$ cat config.mk
export PLATFORM = sky130hd
export DESIGN_NAME = apb_req_master
export DESIGN_NICKNAME = d
export VERILOG_FILES = /design/src/rtl/apb_master_pkg.sv /design/src/rtl/apb_timeout_counter.sv /design/src/rtl/apb_req_master.sv
export SDC_FILE = /design/constraint.sdc
export NUM_CORES = 1
export LEC_CHECK = 0
export BUFFER_PORTS_ARGS = -buffer_cell sky130_fd_sc_hd__buf_2
export CAP_MARGIN = 10
export CELL_PAD_IN_SITES_DETAIL_PLACEMENT = 0
export CELL_PAD_IN_SITES_GLOBAL_PLACEMENT = 1
export CORE_ASPECT_RATIO = 0.75
export CORE_MARGIN = 1.5
export CORE_UTILIZATION = 39
export DETAILED_ROUTE_END_ITERATION = 16
export PLACE_DENSITY_LB_ADDON = 0.1
export REMOVE_ABC_BUFFERS = 1
export SYNTH_ARGS = -nofsm -noshare
export SYNTH_HDL_FRONTEND = slang
export SYNTH_HIERARCHICAL = 1
export SYNTH_SLANG_ARGS = --single-unit
export TNS_END_PERCENT = 20
$ cat constraint.sdc
create_clock -name HCLK -period 3.97 [get_ports HCLK]
set_input_delay 0.794 -clock HCLK [delete_from_list [all_inputs] [get_ports HCLK]]
set_output_delay 0.794 -clock HCLK [all_outputs]
set_load 0.01 [all_outputs]
$ cat src/rtl/apb_master_pkg.sv
// Shared types and constants for the request-to-APB master bridge.
// Holds the FSM state encoding and the default ACCESS-phase timeout.
package apb_master_pkg;

  typedef enum logic [1:0] {
    IDLE   = 2'd0,
    SETUP  = 2'd1,
    ACCESS = 2'd2,
    RESP   = 2'd3
  } apb_state_e;

  localparam int unsigned TIMEOUT_CYCLES_DEFAULT = 32'd255;

endpackage

$ cat src/rtl/apb_timeout_counter.sv
// Counts ACCESS-phase wait cycles and flags the cycle whose increment reaches
// the timeout limit, so the master can abort on that same edge.
module apb_timeout_counter
  import apb_master_pkg::*;
#(
  parameter int unsigned TIMEOUT_CYCLES = TIMEOUT_CYCLES_DEFAULT,
  localparam int unsigned CNT_W = $clog2(TIMEOUT_CYCLES + 1)
) (
  input  logic HCLK,
  input  logic HRESETn,
  input  logic clear,
  input  logic enable,
  output logic expired
);

  localparam logic [CNT_W-1:0] LAST_CNT_C = CNT_W'(TIMEOUT_CYCLES - 1);
  localparam logic [CNT_W-1:0] MAX_CNT_C  = CNT_W'(TIMEOUT_CYCLES);

  logic [CNT_W-1:0] count_r;

  // Wait-cycle counter: cleared per transfer, saturates at the limit.
  always_ff @(posedge HCLK or negedge HRESETn) begin
    if (!HRESETn) begin
      count_r <= '0;
    end else if (clear) begin
      count_r <= '0;
    end else if (enable && (count_r != MAX_CNT_C)) begin
      count_r <= count_r + CNT_W'(1);
    end
  end

  // Expiry fires in the wait cycle whose increment lands on the limit.
  always_comb begin
    expired = 1'b0;
    if (enable && (count_r == LAST_CNT_C)) begin
      expired = 1'b1;
    end else begin
      expired = 1'b0;
    end
  end

endmodule

$ cat src/rtl/apb_req_master.sv
// Bridges a valid/ready request/response channel onto an APB master port,
// with a bounded ACCESS phase that aborts with an error on slave timeout.
module apb_req_master
  import apb_master_pkg::*;
#(
  parameter int unsigned APB_ADDR_WIDTH = 12,
  parameter int unsigned TIMEOUT_CYCLES = TIMEOUT_CYCLES_DEFAULT
) (
  input  logic                      HCLK,
  input  logic                      HRESETn,
  input  logic                      req_valid,
  output logic                      req_ready,
  input  logic [APB_ADDR_WIDTH-1:0] req_addr,
  input  logic                      req_we,
  input  logic [31:0]               req_wdata,
  output logic                      rsp_valid,
  input  logic                      rsp_ready,
  output logic [31:0]               rsp_rdata,
  output logic                      rsp_err,
  output logic [APB_ADDR_WIDTH-1:0] PADDR,
  output logic [31:0]               PWDATA,
  output logic                      PWRITE,
  output logic                      PSEL,
  output logic                      PENABLE,
  input  logic [31:0]               PRDATA,
  input  logic                      PREADY,
  input  logic                      PSLVERR,
  output logic                      busy
);

  localparam logic [APB_ADDR_WIDTH-1:0] ADDR_MASK_C = {{(APB_ADDR_WIDTH-2){1'b1}}, 2'b00};

  apb_state_e state_r;
  apb_state_e state_nxt_s;
  logic       cnt_clear_s;
  logic       cnt_en_s;
  logic       expired_s;
  logic       accept_s;

  assign req_ready   = (state_r == IDLE);
  assign accept_s    = req_valid && (state_r == IDLE);
  assign cnt_clear_s = (state_r == SETUP);
  assign cnt_en_s    = (state_r == ACCESS) && !PREADY;

  apb_timeout_counter #(
    .TIMEOUT_CYCLES(TIMEOUT_CYCLES)
  ) u_timeout (
    .HCLK   (HCLK),
    .HRESETn(HRESETn),
    .clear  (cnt_clear_s),
    .enable (cnt_en_s),
    .expired(expired_s)
  );

  // State register.
  always_ff @(posedge HCLK or negedge HRESETn) begin
    if (!HRESETn) begin
      state_r <= IDLE;
    end else begin
      state_r <= state_nxt_s;
    end
  end

  // Next-state logic; PREADY wins over a simultaneous timeout.
  always_comb begin
    state_nxt_s = state_r;
    case (state_r)
      IDLE: begin
        if (req_valid) begin
          state_nxt_s = SETUP;
        end else begin
          state_nxt_s = IDLE;
        end
      end
      SETUP: begin
        state_nxt_s = ACCESS;
      end
      ACCESS: begin
        if (PREADY || expired_s) begin
          state_nxt_s = RESP;
        end else begin
          state_nxt_s = ACCESS;
        end
      end
      RESP: begin
        if (rsp_ready) begin
          state_nxt_s = IDLE;
        end else begin
          state_nxt_s = RESP;
        end
      end
      default: begin
        state_nxt_s = IDLE;
      end
    endcase
  end

  // Control outputs are registered from the next state so they line up with it.
  always_ff @(posedge HCLK or negedge HRESETn) begin
    if (!HRESETn) begin
      PSEL      <= 1'b0;
      PENABLE   <= 1'b0;
      rsp_valid <= 1'b0;
      busy      <= 1'b0;
    end else begin
      PSEL      <= (state_nxt_s == SETUP) || (state_nxt_s == ACCESS);
      PENABLE   <= (state_nxt_s == ACCESS);
      rsp_valid <= (state_nxt_s == RESP);
      busy      <= (state_nxt_s != IDLE);
    end
  end

  // Request latch; these hold their value between transfers.
  always_ff @(posedge HCLK or negedge HRESETn) begin
    if (!HRESETn) begin
      PADDR  <= '0;
      PWRITE <= 1'b0;
      PWDATA <= 32'h0000_0000;
    end else if (accept_s) begin
      PADDR  <= req_addr & ADDR_MASK_C;
      PWRITE <= req_we;
      PWDATA <= req_wdata;
    end
  end

  // Response capture: slave data only sampled on a completing ACCESS cycle.
  always_ff @(posedge HCLK or negedge HRESETn) begin
    if (!HRESETn) begin
      rsp_rdata <= 32'h0000_0000;
      rsp_err   <= 1'b0;
    end else if (state_r == ACCESS) begin
      if (PREADY) begin
        rsp_rdata <= PWRITE ? 32'h0000_0000 : PRDATA;
        rsp_err   <= PSLVERR;
      end else if (expired_s) begin
        rsp_rdata <= 32'h0000_0000;
        rsp_err   <= 1'b1;
      end
    end
  end

endmodule

==> results of run 1 <==
## sequential cells by signal, indices dropped and copies added, names as in the netlist
signal	flops
rsp_valid	1
busy	1
u_timeout/count_r	8
rsp_rdata	32
rsp_err	1
state_r	2
PWDATA	32
PADDR	10
PSEL	1
PWRITE	1
PENABLE	1
## cell families (layout without fill, tap and decap cells)
logic type / Yosys count / in the layout
buffers and inverters: 33 / 188
other: 1 / 2
multiplexers: 47 / 47
AO/OA/AOI/OAI: 75 / 75
AND/OR/NAND/NOR: 68 / 68
adder cells (fa/ha/maj): 5 / 5
flip-flops: 90 / 90
## critical path: stages
cell,delay [ns]
buf_2,0.14
nor2_1,0.12
and3_1,0.19
and3_1,0.20
nor2_4,0.07
buf_4,0.49
nor2_1,0.18
or3_1,0.37
ha_1,0.20
## layout by cell type (no fill, tap or decap), types with 2 or more instances in the layout
cell	count
buf_4	6
and3_1	2
a21oi_1	3
o21ai_0	33
clkbuf_16	9
buf_2	160
clkinvlp_4	2
clkinv_4	2
nor2_1	8
nor2b_1	5
a211oi_1	4
nor3_1	4
conb_1	2
mux2_4	39
inv_1	7
o31ai_1	32
nand2_1	35
mux2_2	4
nand3_1	4
ha_1	5
mux2_1	4
dfrtp_1	90
## per-layer routing
layer | track usage | part of all wire | wire length [um]
met1 | 0.240 | 0.48 | 4270
met2 | 0.254 | 0.44 | 3930
met3 | 0.0562 | 0.066 | 586
met4 | 0.0536 | 0.0097 | 86
met5 | 0 | 0 | 0
## power by group
group          leakage [uW]  switching [uW]  internal, uW
sequential          0.00113             228          1350
clock              0.000125             346           425
combinational       0.00130             828           802
## per-stage QoR
step           cell area, um2  instances  worst slack, ns  TNS (ns)  total power, uW
2_1_floorplan            3840        294           -0.930    -19.58             2580
3_3_place_gp             4860        592             1.10         0             3220
3_5_place_dp             4860        592             1.09         0             3250
4_1_cts                  5130        607             1.42         0             4050
5_1_grt                  5130        607             1.15         0             4290
6_report                 5130        607             1.44         0             3980
## final timing paths
path	start	endpoint	slack [ns]	cells past startpoint
hold reg to reg	rsp_rdata[1]$_DFFE_PN0P_	rsp_rdata[1]$_DFFE_PN0P_	0.50	2
hold / removal	rsp_rdata[1]$_DFFE_PN0P_	rsp_rdata[1]$_DFFE_PN0P_	0.50	2
setup reg to reg	state_r[0]$_DFF_PN0_	PSEL$_DFF_PN0_	1.44	9
max in group asynchronous	HRESETn	PWDATA[27]$_DFFE_PN0P_	2.63	2
setup / recovery	PREADY	rsp_valid$_DFF_PN0_	1.44	9
min in group asynchronous	HRESETn	PWDATA[20]$_DFFE_PN0P_	0.66	1
## area by class of cell
class / instances / area, um2 / area share
clock buffers: 10 / 229 / 0.0446
clock inverters: 5 / 41.3 / 0.00804
inverters: 7 / 26.3 / 0.00512
multi-input cells: 197 / 1570 / 0.306
flip-flops and latches: 90 / 2250 / 0.439
well taps: 132 / 165 / 0.0322
repair buffers: 166 / 846 / 0.165
==> run metrics, run 1 <==
multiplexer area fraction after synthesis 0.169; wirelength, routed 8870 um; # hold bufs at CTS 0; CTS tree done; final hold violation count 0; clock skew 0.00473 ns; mean routed wirelength per cell 14.6 um; Worst EP arrival 2.76 ns; share of Yosys cell area claimed by the top area cell type 0.565; FP Rows 31; Bufs on Longest Clock Path 2; async set or reset register ratio after synthesis 1.00; antenna viol nets, final 0; fillers 897; fin util 0.523; setup repair bufs after CTS 0; Rel. slew slack 0.288; dpl hpwl 6000 um; simple-gate share of the synthesized area 0.0800; clk sinks 90; Period Utilization, post-route 0.638; register area share after synthesis 0.565; DIE HEIGHT 90.6 um; synth top area cells dfrtp_1, mux2_4, o31ai_1, o21ai_0, nand2_1; Worst Max-Slew Pin Slew 1.07 ns; RSZ-0062 raised after global routing no; worst hold path class register to register; Clk Latency, worst-skew pair 0.33 ns; P_leak 0.00255 uW; ANT cells 0; post-synthesis area per instance 12.5 um2; Synth top cells by count dfrtp_1, mux2_4, nand2_1; Synth-to-Final Area Change 28.8%; Worst setup EP type register; gpl congestion 0.706; Seq cells post-synth 90; worst setup path category primary input to register; global-route wire length before repair 14700 um; cells resized by post-CTS repair 0; largest net degree at the start of global routing 87; Reg clk slew, reported paths 0.06 ns; min Tclk post-route 2.53 ns; Die X 120 um; Core Box Area 9810 um2; maximum VDD drop 227 uV; vias in the first global route 2781; XOR/XNOR share of the synthesized area 0; Final Max Tran Viols 0; Cell variety after synth 32; critical path peak fanout 65; Post-synth top flop dfrtp_1; die area 10800 um2; largest family of logic cells by synthesized area multiplexers; EDFF count, synth 0; max-cap viol count 0; power density over the cells 775 nW/um2; CTS H-tree lvls 3; layout cell share with drive strength beyond 1 0.484; Detailed Routing Iterations Pass 1 4; Max Freq 395 MHz; status finished, final reports clean; YS warnings 6; Mapped Area 3990 um2; cts bufs inserted 9; Post-Synthesis Cells 319; Total GRT Usage 0.172; Initial Utilization 0.406; worst endpoint required time 4.20 ns; via count 2864; root buf cell clkbuf_16; endpoints failing setup 0; Initial DRC Count 114; initial antenna violation count 0; grt ovf 0; worst slack on hold paths 0.501 ns; PortBufs 161; Synth Area in Adders 0.0157; largest area contributor in the synthesized netlist dfrtp_1; most numerous cell in the Yosys netlist dfrtp_1; vias per cell 4.72; Setup crit start kind primary input; Nets 559; Synth Area in Compound Gates 0.124; DRC violations left 0; IO Pins 166
(Power assumes the default switching activity.)
==> inputs of run 2 (changes only) <==
- CORE_UTILIZATION: 39 -> 37
- clock period: 3.97 -> 2.59 ns (I/O delays scaled with it)
==> run metrics, run 2 (synthesis gave the netlist of run 1 again) <==
status finished, final reports clean; largest net degree at the start of global routing 67 (-23%); setup repair bufs after CTS 0 (unchanged); global-route wire length before repair 14200 um (-3.3%); P_leak 0.00259 uW (+1.3%); clk sinks 90 (unchanged); R2R depth 5 (-4); internal power 4090 uW (+59%); die area 11400 um2 (+5.2%); metal3 WL 636 um (+8.5%); vias in the first global route 2779 (-0.072%); endpoints failing setup 0 (unchanged); Bufs on Longest Clock Path 2 (unchanged); RSZ-0062 raised after global routing no; Detailed Routing Iterations Pass 1 4 (unchanged); Synth-to-Final Area Change 30.7%; Setup TNS Final 0 ns (unchanged); DRC violations left 0 (unchanged); commonest non-fill, non-tap cell in the layout buf_2; Die X 123 um (+2.6%); dpl hpwl 6210 um (+3.5%); maximum VDD drop 413 uV (+82%); cells resized by post-CTS repair 0 (unchanged); top sig layer met4; Nets 561 (+0.36%); sequential share of power 0.385 (-0.011); IO Pins 166 (unchanged); max-cap viol count 0 (unchanged); layout cell share with drive strength beyond 1 0.488 (+0.00426); Rel. slew slack 0.595 (+0.307); Clk Latency, worst-skew pair 0.33 ns (about the same); wirelength, routed 9060 um (+2.1%); antenna viol nets, final 0 (unchanged); worst hold path class primary input to asynchronous set/reset pin; PortBufs 161 (unchanged); mean routed wirelength per cell 14.8 um (+1.1%); Reg clk slew, reported paths 0.06 ns (about the same); Worst setup EP type register; total power 6260 uW (+57%); Clk pwr share 0.208 (+0.014); Initial Utilization 0.384 (-0.0218); FP Rows 32 (+3.2%); DIE HEIGHT 92.9 um (+2.6%); Final Max Tran Viols 0 (unchanged); critical path peak fanout 66 (+1.5%); power density over the cells 1200 nW/um2 (+55%); Total GRT Usage 0.162 (-0.0100); cts bufs inserted 9 (unchanged); Core Box Area 10400 um2 (+5.7%); via count 2890 (+0.91%); root buf cell clkbuf_16; worst endpoint required time 2.81 ns (-1.39 ns); Worst EP arrival 2.20 ns (-0.56 ns); CTS H-tree lvls 3 (unchanged); clock skew 0.00358 ns (-0.00115 ns); Regs by FF count PWDATA (32), rsp_rdata (32), PADDR (10); Reg2Reg Launch Point state_r[0]$_DFF_PN0_; worst setup path category register to register; Comb power frac 0.407 (-0.003); vias per cell 4.71 (about the same); gpl congestion 0.753 (+6.7%); critical register-to-register path endpoint PSEL$_DFF_PN0_; Max Freq 505 MHz; initial antenna violation count 0 (unchanged); grt ovf 0 (unchanged); Period Utilization, post-route 0.765; ANT cells 0 (unchanged); final hold violation count 0 (unchanged); WL met1 4240 um (-0.66%); Net Sw Power 2170 uW (+55%); min Tclk post-route 1.98 ns; most frequent cells in the layout buf_2, dfrtp_1, mux2_4; Worst Max-Slew Pin Slew 0.607 ns (-0.461 ns); Setup crit start kind register; R2R setup slack 0.61 ns (-0.83 ns); Initial DRC Count 133 (+17%); # hold bufs at CTS 0 (unchanged); CTS tree done; switching share of power 0.346 (-0.00619); WL met2 4010 um (+2.0%)
==> run 2: changes by cell type in the layout (fill, tap and decap cells not counted) <==
cell	delta
bufinv_16	+1
clkinv_4	-1
clkbuf_1	-1
buf_12	+2
clkbuf_8	+1
==> run 2: how the worst max path moves through the flow <==
| stage | end | from | cells after the start | slack, ns |
|---|---|---|---|---|
| finish | PSEL$_DFF_PN0_ | state_r[0]$_DFF_PN0_ | 5 | 0.61 |
| global route | rsp_rdata[24]$_DFFE_PN0P_ | state_r[0]$_DFF_PN0_ | 8 | 0.39 |
| CTS | PSEL$_DFF_PN0_ | state_r[0]$_DFF_PN0_ | 5 | 0.55 |
| detailed placement | rsp_rdata[23]$_DFFE_PN0P_ | PREADY | 8 | 0.51 |
| global placement | rsp_rdata[9]$_DFFE_PN0P_ | PREADY | 8 | 0.58 |
| floorplan | rsp_valid$_DFF_PN0_ | state_r[0]$_DFF_PN0_ | 8 | -2.31 |
==> run 2: worst max-delay path, stage by stage, from the launching register on <==
cell and delay [ns]:
dfrtp_1 0.42, nand2b_2 0.17, buf_4 0.47, nor2_1 0.20, nor3_1 0.29, ha_1 0.29
==> run 2: power by group through the flow <==
| stage | clock network, uW | logic [uW] | registers [uW] |
|---|---|---|---|
| after floorplan | 0 | 1220 | 2730 |
| after global placement | 0 | 2560 | 2410 |
| after detailed placement | 0 | 2580 | 2440 |
| after CTS | 1350 | 2590 | 2420 |
| after global routing | 1420 | 2800 | 2510 |
| final | 1310 | 2550 | 2410 |
==> run 2: layer usage <==
metal | up-vias | GRT usage
met4 | 0 | 0.0610
li1 | 1425 | -
met2 | 87 | 0.246
met5 | - | 0
met3 | 14 | 0.0474
met1 | 1364 | 0.218
==> run 2: cell type report <==
class | instances | area [um2]
Fill cell | 957 | 5160
Timing Repair Buffer | 168 | 886
Sequential cell | 90 | 2250
Clock buffer | 10 | 239
Multi-Input combinational cell | 197 | 1570
Tap cell | 136 | 170
Inverter | 7 | 26.3
Clock inverter | 5 | 62.6
==> run 2: per-stage QoR <==
stage                      util  area, um2  std cells  hold slack, ns  worst slack [ns]
after floorplan               -       3840        294           0.222             -2.31
after detailed placement  0.473       4910        598           0.486             0.508
after global routing      0.502       5210        613           0.159             0.390
after CTS                 0.502       5210        613           0.145             0.551
after global placement    0.473       4910        598           0.481             0.580
final                     0.502       5210        613           0.137             0.609
